<file path="config.mk">
export PLATFORM = sky130hd
export DESIGN_NAME = ring_counter_onehot
export DESIGN_NICKNAME = d
export VERILOG_FILES = /design/src/rtl/ring_counter_onehot.sv
export SDC_FILE = /design/constraint.sdc
export NUM_CORES = 1
export LEC_CHECK = 0
export CORE_AREA = 5 5 42 44
export CTS_CLUSTER_SIZE = 16
export DETAILED_ROUTE_END_ITERATION = 16
export DIE_AREA = 0 0 47 49
export HOLD_SLACK_MARGIN = 0.12
export PLACE_DENSITY = 0.69
export SYNTH_ARGS = -nofsm -noshare
export SYNTH_HDL_FRONTEND = slang
export SYNTH_SLANG_ARGS = --single-unit
export TNS_END_PERCENT = 100
</file>
<file path="constraint.sdc">
create_clock -name clk -period 3.45 [get_ports clk]
set_clock_uncertainty 0.15 [all_clocks]
set_input_delay 0.5175 -clock clk [delete_from_list [all_inputs] [get_ports clk]]
set_output_delay 0.5175 -clock clk [all_outputs]
set_load 0.02 [all_outputs]
</file>
<file path="src/rtl/ring_counter_onehot.sv">
// One-hot ring counter with direction select, preload and self-correction.
// A single '1' rotates one position per enabled clock.
module ring_counter_onehot #(
  parameter int WIDTH    = 4,
  parameter int INIT_POS = 0
) (
  input  logic             clk,
  input  logic             rst,
  input  logic             en,
  input  logic             dir,
  input  logic             load,
  input  logic [WIDTH-1:0] load_val,
  output logic [WIDTH-1:0] out,
  output logic             wrap,
  output logic             err
);

  localparam logic [WIDTH-1:0] SEED =
    WIDTH'(1) << INIT_POS;

  logic [WIDTH-1:0] out_d, out_q;
  logic             err_d, err_q;

  logic             cur_ok;
  logic             ld_ok;
  logic [WIDTH-1:0] rot_v;

  logic sel_ld_ok;
  logic sel_ld_bad;
  logic sel_fix;
  logic sel_rot;

  function automatic logic onehot(
    input logic [WIDTH-1:0] v
  );
    int cnt;
    cnt = 0;
    for (int i = 0; i < WIDTH; i++) begin
      cnt += int'(v[i]);
    end
    return cnt == 1;
  endfunction

  function automatic logic [WIDTH-1:0] rotate(
    input logic [WIDTH-1:0] v,
    input logic             d
  );
    if (d) begin
      return {v[0], v[WIDTH-1:1]};
    end
    return {v[WIDTH-2:0], v[WIDTH-1]};
  endfunction

  // Legality checks and the rotated candidate.
  always_comb begin
    cur_ok = onehot(out_q);
    ld_ok  = onehot(load_val);
    rot_v  = rotate(out_q, dir);
  end

  // Mutually exclusive rule selects, load first, then repair, then rotate.
  always_comb begin
    sel_ld_ok  = load & ld_ok;
    sel_ld_bad = load & ~ld_ok;
    sel_fix    = ~load & ~cur_ok;
    sel_rot    = ~load & cur_ok & en;
  end

  // Next-state selection for ring and error flag.
  always_comb begin
    out_d = out_q;
    err_d = 1'b0;
    unique case (1'b1)
      sel_ld_ok: begin
        out_d = load_val;
      end
      sel_ld_bad: begin
        out_d = SEED;
        err_d = 1'b1;
      end
      sel_fix: begin
        out_d = SEED;
        err_d = 1'b1;
      end
      sel_rot: begin
        out_d = rot_v;
      end
      default: begin
        out_d = out_q;
      end
    endcase
  end

  // State registers, asynchronously returned to the seed.
  always_ff @(posedge clk or negedge rst) begin
    if (!rst) begin
      out_q <= SEED;
      err_q <= 1'b0;
    end else begin
      out_q <= out_d;
      err_q <= err_d;
    end
  end

  // Wrap looks one edge ahead; never asserted from an illegal state.
  always_comb begin
    wrap = en & ~load & cur_ok &
           (rot_v == SEED);
  end

  assign out = out_q;
  assign err = err_q;

endmodule

</file>
Word-level counts from Yosys, hierarchy flattened
Cells that the tools add are included.
- input port bits: 9
- logic and storage cells: 29
- output and inout port bits: 6
- register bits after elaboration: 5
- bitwise gates (word level): 11
- add/sub/neg operators: 6
- reduce and logical (&&, ||, !) cells: 2
- muxes and demuxes: 5
- equal/unequal tests: 3
- operator list (cell ; number):
    $eq 4x1->1 const B ; 3
    $pmux 4 s3 ; 1
    $add 3x1->4 ; 2
    $and 1x1->1 ; 8
    $mux 4 ; 2
    $add 2x1->3 ; 2
    $add 1x1->2 ; 2
    $not 1->1 ; 3
    $reduce_bool 3->1 ; 1
    $mux 1 ; 2
    $reduce_or 2->1 ; 1

Logic depth before layout (Yosys ltp)
Gate-level depths: netlist (run 1).
- depth after elaboration: 8
- depth in mapped cells: 8
- gate-level depth less buffers: 8

Least setup slack after synthesis (run 1)
Ideal clock, no wire load.
- path type: reg-to-output
- start point: register out_q[0], in the netlist out[0]
- end point: output wrap
- stages on the path, launching flop included: 9
- path slack: 0.234 ns
- path buffers: 0
- arrival: 2.548 ns
- cells stage by stage: dfstp_2 > inv_1 > fa_1 > inv_1 > ha_1 > ha_1 > nor4b_4 > nand4b_1 > nor3_2
- word-level cells in the longest chain between the ends: 6
- elaborated cells between the ends (all ways): 9
- classes of those cells: add/sub (3); eq/ne (2); mux (2); bitwise (2)
- ends and longest elaborated chain (what ; RTL line ; text):
    from (decl) ; 21 ; logic [WIDTH-1:0] out_d, out_q;
    from (signal assigned) ; 100 ; out_q <= out_d;
    $add 1x1->2 ; 39 ; cnt += int'(v[i]);
    $add 2x1->3 ; 39 ;
    $add 3x1->4 ; 39 ;
    $eq 4x1->1 ; 41 ; return cnt == 1;
    $and 1x1->1 ; 107 ; wrap = en & ~load & cur_ok &
    $and 1x1->1 (*) ; 107 ;
    to (decl) ; 14 ; output logic wrap,
Every way passes the cells marked *; elsewhere a longest branch is shown, timed or not. The select of a mux whose other input is x is not followed.

Worst setup path after layout (run 1)
Ends and elaborated chain as after synthesis.

==> flow_summary.toml, run 1 <==
[status]
status = "finished clean"

[sta]
fmax_mhz = 307
rsz0062_at_grt = "no"
hold_violations = 0
slew-limit-headroom_pct = 80.8
tightest_slew_ns = 0.288
whs_ns = 0.347
slew_violations = 0
fin_crit_ns = 3.26
fin_tns_setup_ns = 0
setup_viol_count_final = 0
fin_crit_sh_pct = 94.4

[place]
gp_congestion = 0.654
numPortBuffers = 14
place_area_um2 = 639
hpwlAfterDp_um = 845

[clocking]
cts_root_buf = "clkbuf_4"
clk_latency_ns = 0.24
clock_sinks = 5
post_cts_resized = 1
cts_tree = "yes"
htreeDepth = 1
numCtsBuffers = 3
clk_pin_slew_ns = 0.05
cts_buffer_depth = 2
postCtsHoldBufs = 0
postCtsSetupBuffers = 0

[hold_path]
hp-class = "in -> async"

[logic_synthesis]
ys_seq_area_share_pct = 27.7
yosys.area.top_type_share_pct = 21.9
synth_cells = 44
ys_top_cells_by_area = "dfrtp_1 22%, ha_1 11%, inv_1 9.0%"
yosysUniqueCellTypes = 20
synth_area_um2 = 457
synth.net_count = 59
ys_ff_latch = 5
yosys_warnings = 0
yosysTopAreaCell = "dfrtp_1"
avgSynthCellArea_um2 = 10.4

[floorplanning]
ios = 15
num_rows = 14
start_util_pct = 32.6
die_x_um = 47
coreArea_mm2 = 0.00140
die-area_mm2 = 0.00230
die_y_um = 49

[pwr]
p_sw_share_pct = 38.7
p_leak_nw = 0.336
p_seq_share_pct = 19.2
clock_power_share_pct = 12.5
peakVddDrop_uv = 297
intPower_uw = 324
p_switching_uw = 204
p_comb_share_pct = 68.3
powerDensity_mw_per_mm2 = 799

[flow_run]
cap_violations = 0

[layout]
diodes = 0
layout_commonest_cell = "clkdlybuf4s50_1"
final_layout_size_suffix_gt1_share_pct = 25.8
area_delta_synth_final_pct = 44.7
final_cell_mix = "13 x clkdlybuf4s50_1, 11 x inv_1, 5 x buf_4"
final_nets = 82
final_area_um2 = 661

[setup_path]
path_cells = "inv_1 > fa_1 > inv_1 > ha_1 > ha_1 > nor4b_4 > nand4b_1 > nor3_2 > clkbuf_2"
end_kind = "primary output"
arrival_ns = 2.59
max_stage_delay_ns = 0.52
path_max_fanout = 2
critPathKind = "reg -> out"
startpoint_type = "flip-flop"
cp_top_family = "adder cells"
cp.required_ns = 2.78
critPathBufInv = 3
slowest_stage = "dfstp_2"

[global_routing]
antenna_found_initial = 0
first_global_vias = 409
globalRoute.totalOverflow = 0
grt_max_degree = 9
grt_pass1_wl_mm = 1.69
grt.total_usage_pct = 10.5

[routing]
wire_per_inst_um = 11.8
ant_nets = 0
vias = 379
vias_per_cell = 4.62
totalWireLength_um = 964
drc = 0
drt_pass1_iterations = 4
detailedRoute.firstIterationViolations = 6
power by group through the flow:
stage               combinational, mW  sequential [mW]  clock (mW)
detailed placement              0.362            0.103           0
global route                    0.406            0.104      0.0753
global placement                0.352            0.102           0
finish                          0.360            0.101      0.0662
floorplan                       0.176            0.141           0
CTS                             0.366            0.102      0.0682
cell families after synthesis:
group                      after synthesis  share of synthesized area (%)
muxes                                    5                           12.3
and+or+nand+nor                         10                           17.5
adders and majority gates                6                           19.7
DFF                                      5                           27.7
buffers and inverters                   12                           12.3
AOI/OAI and AO/OA                        6                           10.4
layout make-up:
type | instances | area, µm²
fill | 158 | 741
sequential | 5 | 126
clock buffer | 4 | 26.3
timing repair buffer | 19 | 173
inverter | 11 | 41.3
multi-input combinational | 27 | 274
tap | 16 | 20.0
state kept, by name (all words and copies together), names as in the netlist:
name and count:
err 1, out 4
per-layer routing:
metal  up-vias  routed length, µm  track usage [%]
met4         0                  0             5.53
met1       173                381             11.5
li1        193                  -                -
met5         -                  0                0
met3         0                 51             2.21
met2        13                531             17.9
synthesized netlist by cell type:
cell      number
dfrtp_1        4
or2_2          1
nor3_2         1
nor2_1         3
inv_1         11
nand2_1        2
o211ai_1       1
nand4b_1       1
and4bb_2       1
nor4b_4        1
mux2_4         1
mux2i_1        3
buf_8          1
dfstp_2        1
a21oi_1        2
fa_1           2
ha_1           4
a22o_1         2
a22oi_2        1
mux2_2         1
worst reg2reg max path: cells and delay by family, from the launching register on:
kind            cells  cell delay, ns
compound gates      1            0.10
fa+ha+maj           3            1.00
buf+inv             3            0.29
flops               1            0.52
simple gates        2            0.37
stage by stage:
stage               utilization [%]  setup WS, ns  std cells  power, mW
finish                         47.1         0.193         82      0.528
global route                   47.1        0.0298         82      0.586
CTS                            47.4        0.0103         82      0.536
detailed placement             45.6       -0.0146         78      0.465
global placement               45.6        0.0295         78      0.454
floorplan                         -         0.234         44      0.317
worst paths after layout:
check | startpoint | end | slack (ns) | cells past startpoint
worst max-delay path | out[0]$_DFFE_PN1P_ | wrap | 0.19 | 9
worst min-delay path | rst | err$_DFF_PN0_ | 0.35 | 1
worst min register to register | out[2]$_DFFE_PN0P_ | out[2]$_DFFE_PN0P_ | 0.59 | 3
min in group clk | out[2]$_DFFE_PN0P_ | out[2]$_DFFE_PN0P_ | 0.59 | 3
worst max register to register | out[0]$_DFFE_PN1P_ | out[2]$_DFFE_PN0P_ | 0.96 | 9
max in group asynchronous | rst | out[0]$_DFFE_PN1P_ | 2.55 | 1
Note: power is estimated with default switching activity, not from simulation.
==> run 2, diff against run 1 <==
--- a/config.mk
+++ b/config.mk
@@ -5,10 +5,10 @@
 export SDC_FILE = /design/constraint.sdc
 export NUM_CORES = 1
 export LEC_CHECK = 0
-export CORE_AREA = 5 5 42 44
+export CORE_AREA = 10 10 47 49
 export CTS_CLUSTER_SIZE = 16
 export DETAILED_ROUTE_END_ITERATION = 16
-export DIE_AREA = 0 0 47 49
+export DIE_AREA = 0 0 57 59
 export HOLD_SLACK_MARGIN = 0.12
 export PLACE_DENSITY = 0.69
 export SYNTH_ARGS = -nofsm -noshare
==> flow_summary.toml, run 2 (synthesis gave the netlist of run 1 again) <==
[layout]
largest_register_ff_count = 4
fin_cells = 82
final_layout_size_suffix_gt1_share_pct = 25.8
diodes = 0
final_cell_mix = "13 x clkdlybuf4s50_1, 11 x inv_1, 5 x buf_4"
layout_commonest_cell = "clkdlybuf4s50_1"
area_delta_synth_final_pct = 44.7
final_nets = 82
fill_cells = 142

[place]
dp_cells = 78
gp_congestion = 0.660
numPortBuffers = 14
hpwlAfterDp_um = 891

[routing]
vias_per_cell = 4.62
detailedRoute.firstIterationViolations = 2
drc = 0
wire_per_inst_um = 12.2
drt_pass1_iterations = 3
ant_nets = 0
totalWireLength_um = 998
vias = 379

[clocking]
clk_pin_slew_ns = 0.05
numCtsBuffers = 3
htreeDepth = 1
cts_tree = "yes"
cts_buffer_depth = 2
clock_sinks = 5
cts_root_buf = "clkbuf_4"
clk_latency_ns = 0.24

[sta]
tightest_slew_ns = 0.268
rsz0062_at_grt = "no"
setup_viol_count_final = 0
slew-limit-headroom_pct = 82.1
fmax_mhz = 307
slew_violations = 0
fin_crit_sh_pct = 94.5
fin_crit_ns = 3.26
whs_ns = 0.343
hold_violations = 0
fin_tns_setup_ns = 0

[setup_path]
startpoint_type = "flip-flop"
rrSetupSlack_ns = 0.95
path_max_fanout = 2
cp.required_ns = 2.78
critPathKind = "reg -> out"
end_kind = "primary output"
rr_startpoint = "out[0]$_DFFE_PN1P_"
worstReg2RegEnd = "out[2]$_DFFE_PN0P_"
reg2reg_depth = 9
arrival_ns = 2.59

[floorplanning]
ios = 15
num_rows = 14
start_util_pct = 32.6
die_y_um = 59
die_x_um = 57
die-area_mm2 = 0.00336
coreArea_mm2 = 0.00140

[status]
status = "finished clean"

[hold_path]
hp-class = "in -> async"

[pwr]
p_sw_share_pct = 38.5
p_switching_uw = 201
p_comb_share_pct = 67.2
peakVddDrop_uv = 276
p_seq_share_pct = 19.7
intPower_uw = 321
powerDensity_mw_per_mm2 = 790
p_leak_nw = 0.336
clock_power_share_pct = 13.1

[global_routing]
grt_max_degree = 9
grt_pass1_wl_mm = 1.90
grt.total_usage_pct = 7.12
antenna_found_initial = 0
first_global_vias = 445
globalRoute.totalOverflow = 0

[flow_run]
cap_violations = 0
## run 2: power by group through the flow
stage	clock (mW)	sequential, mW	combinational (mW)
after floorplan	0	0.141	0.176
after global placement	0	0.103	0.351
after detailed placement	0	0.104	0.356
after CTS	0.0697	0.103	0.357
after global routing	0.0708	0.108	0.391
final	0.0683	0.103	0.351
## run 2: layout make-up
class | instances | area, µm² | share of cell area, %
clock buffers | 4 | 26.3 | 3.98
repair buffers | 19 | 173 | 26.1
well taps | 16 | 20.0 | 3.03
flip-flops and latches | 5 | 126 | 19.1
multi-input cells | 27 | 274 | 41.5
inverters | 11 | 41.3 | 6.25
## run 2: through the flow
stage / power (mW) / utilization, % / setup WS (ns) / area [µm²]
detailed placement: 0.460 / 45.6 / -0.0109 / 639
floorplan: 0.317 / - / 0.234 / 457
finish: 0.522 / 47.1 / 0.191 / 661
global placement: 0.454 / 45.6 / -0.00665 / 639
global route: 0.569 / 47.1 / 0.00354 / 661
CTS: 0.530 / 47.5 / 0.0235 / 666
## run 2: repair_timing
action / 4_1_cts / 5_1_grt
pin swaps: 0 / 0
endpoints found under the setup margin: 1 / 1
hold buffers: 0 / 0
gates resized for setup: 2 / 1
setup buffers: 0 / 0
## run 2: how the worst max path moves through the flow
stage	from	end	depth (start not counted)
floorplan	out[0]$_DFFE_PN1P_	wrap	8
global placement	out[0]$_DFFE_PN1P_	wrap	9
CTS	out[0]$_DFFE_PN1P_	wrap	9
detailed placement	out[0]$_DFFE_PN1P_	wrap	9
global route	out[0]$_DFFE_PN1P_	wrap	9
finish	out[0]$_DFFE_PN1P_	wrap	9
## run 2: routing by layer
layer	global-route usage (%)	share of wire (%)
met4	6.04	4.2
met3	2.15	5.7
met1	7.11	39
met5	0	0
met2	11.9	51
## run 2: worst max-delay path, cell delays in order (launching register included)
cell      delay [ns]
dfstp_2         0.52
inv_1           0.06
fa_1            0.53
inv_1           0.04
ha_1            0.17
ha_1            0.30
nor4b_4         0.30
nand4b_1        0.14
nor3_2          0.11
clkbuf_2        0.18
==> run 3, diff against run 2 <==
--- a/config.mk
+++ b/config.mk
@@ -5,10 +5,10 @@
 export SDC_FILE = /design/constraint.sdc
 export NUM_CORES = 1
 export LEC_CHECK = 0
-export CORE_AREA = 10 10 47 49
+export CORE_AREA = 2 2 39 41
 export CTS_CLUSTER_SIZE = 16
 export DETAILED_ROUTE_END_ITERATION = 16
-export DIE_AREA = 0 0 57 59
+export DIE_AREA = 0 0 41 43
 export HOLD_SLACK_MARGIN = 0.12
 export PLACE_DENSITY = 0.69
 export SYNTH_ARGS = -nofsm -noshare
==> flow_summary.toml, run 3 (synthesis gave the netlist of run 1 again) <==
[status]
status = "finished clean"

[sta]
fmax_mhz = 306
rsz0062_at_grt = "no"
setup_viol_count_final = 0
tightest_slew_ns = 0.302
fin_crit_sh_pct = 94.8
slew_violations = 0
fin_crit_ns = 3.27
hold_violations = 0
fin_tns_setup_ns = 0
timing.final.ws_setup_ns = 0.178
slew-limit-headroom_pct = 79.8

[global_routing]
grt_pass1_wl_mm = 1.31
first_global_vias = 330
antenna_found_initial = 0
grt.total_usage_pct = 10.8
globalRoute.totalOverflow = 0
grt_max_degree = 9

[place]
hpwlAfterDp_um = 685
dp_cells = 76
gp_congestion = 0.707
numPortBuffers = 14
pre_cts_ws_ns = -0.0186

[setup_path]
startpoint_type = "flip-flop"
critPathKind = "reg -> out"
cp.required_ns = 2.78
rr_startpoint = "out[0]$_DFFE_PN1P_"
worstReg2RegEnd = "out[2]$_DFFE_PN0P_"
end_kind = "primary output"
reg2reg_depth = 9
rrSetupSlack_ns = 0.96
path_max_fanout = 2
arrival_ns = 2.60

[pwr]
clock_power_share_pct = 12.9
p_sw_share_pct = 38.2
p_switching_uw = 191
p_leak_nw = 0.325
p_seq_share_pct = 22.1
p_comb_share_pct = 65.1
intPower_uw = 309
peakVddDrop_uv = 255
power_uw = 499
powerDensity_mw_per_mm2 = 773

[clocking]
cts_root_buf = "clkbuf_4"
cts_buffer_depth = 2
cts_tree = "yes"
postCtsSetupBuffers = 0
clk_latency_ns = 0.23
clk_pin_slew_ns = 0.04
htreeDepth = 1
numCtsBuffers = 3
clock_sinks = 5

[floorplanning]
die_x_um = 41
ios = 15
die-area_mm2 = 0.00176
die_y_um = 43
start_util_pct = 33.0
coreArea_mm2 = 0.00138
num_rows = 14

[layout]
final_cell_mix = "13 x clkdlybuf4s50_1, 11 x inv_1, 4 x ha_1, 4 x dfrtp_1"
fill_cells = 138
final_layout_size_suffix_gt1_share_pct = 23.4
area_delta_synth_final_pct = 41.4
final_util_pct = 46.7
fin_cells = 80
final_nets = 80
largest_register_ff_count = 4
layout_commonest_cell = "clkdlybuf4s50_1"
diodes = 0

[routing]
drt_pass1_iterations = 3
detailedRoute.firstIterationViolations = 5
vias = 366
drc = 0
totalWireLength_um = 791
wire_per_inst_um = 9.89
ant_nets = 0
vias_per_cell = 4.58

[hold_path]
hp-class = "in -> async"

[flow_run]
cap_violations = 0
==> run 3: worst max-delay path, stage by stage (launching register included) <==
cell      delay [ns]
dfstp_2         0.52
inv_1           0.07
fa_1            0.53
inv_1           0.04
ha_1            0.17
ha_1            0.30
nor4b_4         0.30
nand4b_1        0.14
nor3_2          0.11
clkbuf_2        0.18
==> run 3: cell type report <==
type	instances	area, µm²	share of cell area, %
multi-input combinational	27	274	42.4
timing repair buffer	17	158	24.4
sequential	5	126	19.6
inverter	11	41.3	6.40
clock buffer	4	26.3	4.07
tap	16	20.0	3.10
==> run 3: what timing repair did <==
action / CTS / global route
hold buffers: 0 / 0
hold endpoints to repair: 0 / 0
setup endpoints to repair: 1 / 1
gates resized for setup: 1 / 2
==> run 3: worst max path at each step <==
stage | from | endpoint | slack (ns) | depth (start not counted)
floorplan | out[0]$_DFFE_PN1P_ | wrap | 0.23 | 8
global placement | out[0]$_DFFE_PN1P_ | wrap | -0.01 | 9
detailed placement | out[0]$_DFFE_PN1P_ | wrap | -0.02 | 9
CTS | out[0]$_DFFE_PN1P_ | wrap | 0.002 | 9
global route | out[0]$_DFFE_PN1P_ | wrap | 0.02 | 9
finish | out[0]$_DFFE_PN1P_ | wrap | 0.18 | 9
==> run 3: power groups by stage <==
stage | clock (mW) | sequential, mW | combinational (mW)
after global routing | 0.0704 | 0.114 | 0.360
after CTS | 0.0664 | 0.111 | 0.330
after floorplan | 0 | 0.141 | 0.176
final | 0.0643 | 0.110 | 0.325
after global placement | 0 | 0.112 | 0.322
after detailed placement | 0 | 0.111 | 0.330
==> run 3: stage by stage <==
| stage | hold WS, ns | instance area (µm²) |
|---|---|---|
| finish | 0.345 | 646 |
| global route | 0.362 | 646 |
| CTS | 0.347 | 649 |
| detailed placement | 0.579 | 624 |
| global placement | 0.585 | 624 |
| floorplan | 0.0719 | 457 |
==> run 3: per-layer routing <==
| metal | track usage [%] | routed length [µm] | vias up | part of all wire [%] |
|---|---|---|---|---|
| li1 | - | - | 187 | - |
| met5 | 0 | 0 | - | 0 |
| met1 | 14.6 | 340 | 170 | 43 |
| met2 | 16.9 | 420 | 9 | 53 |
| met3 | 0 | 30 | 0 | 3.8 |
| met4 | 6.00 | 0 | 0 | 0 |
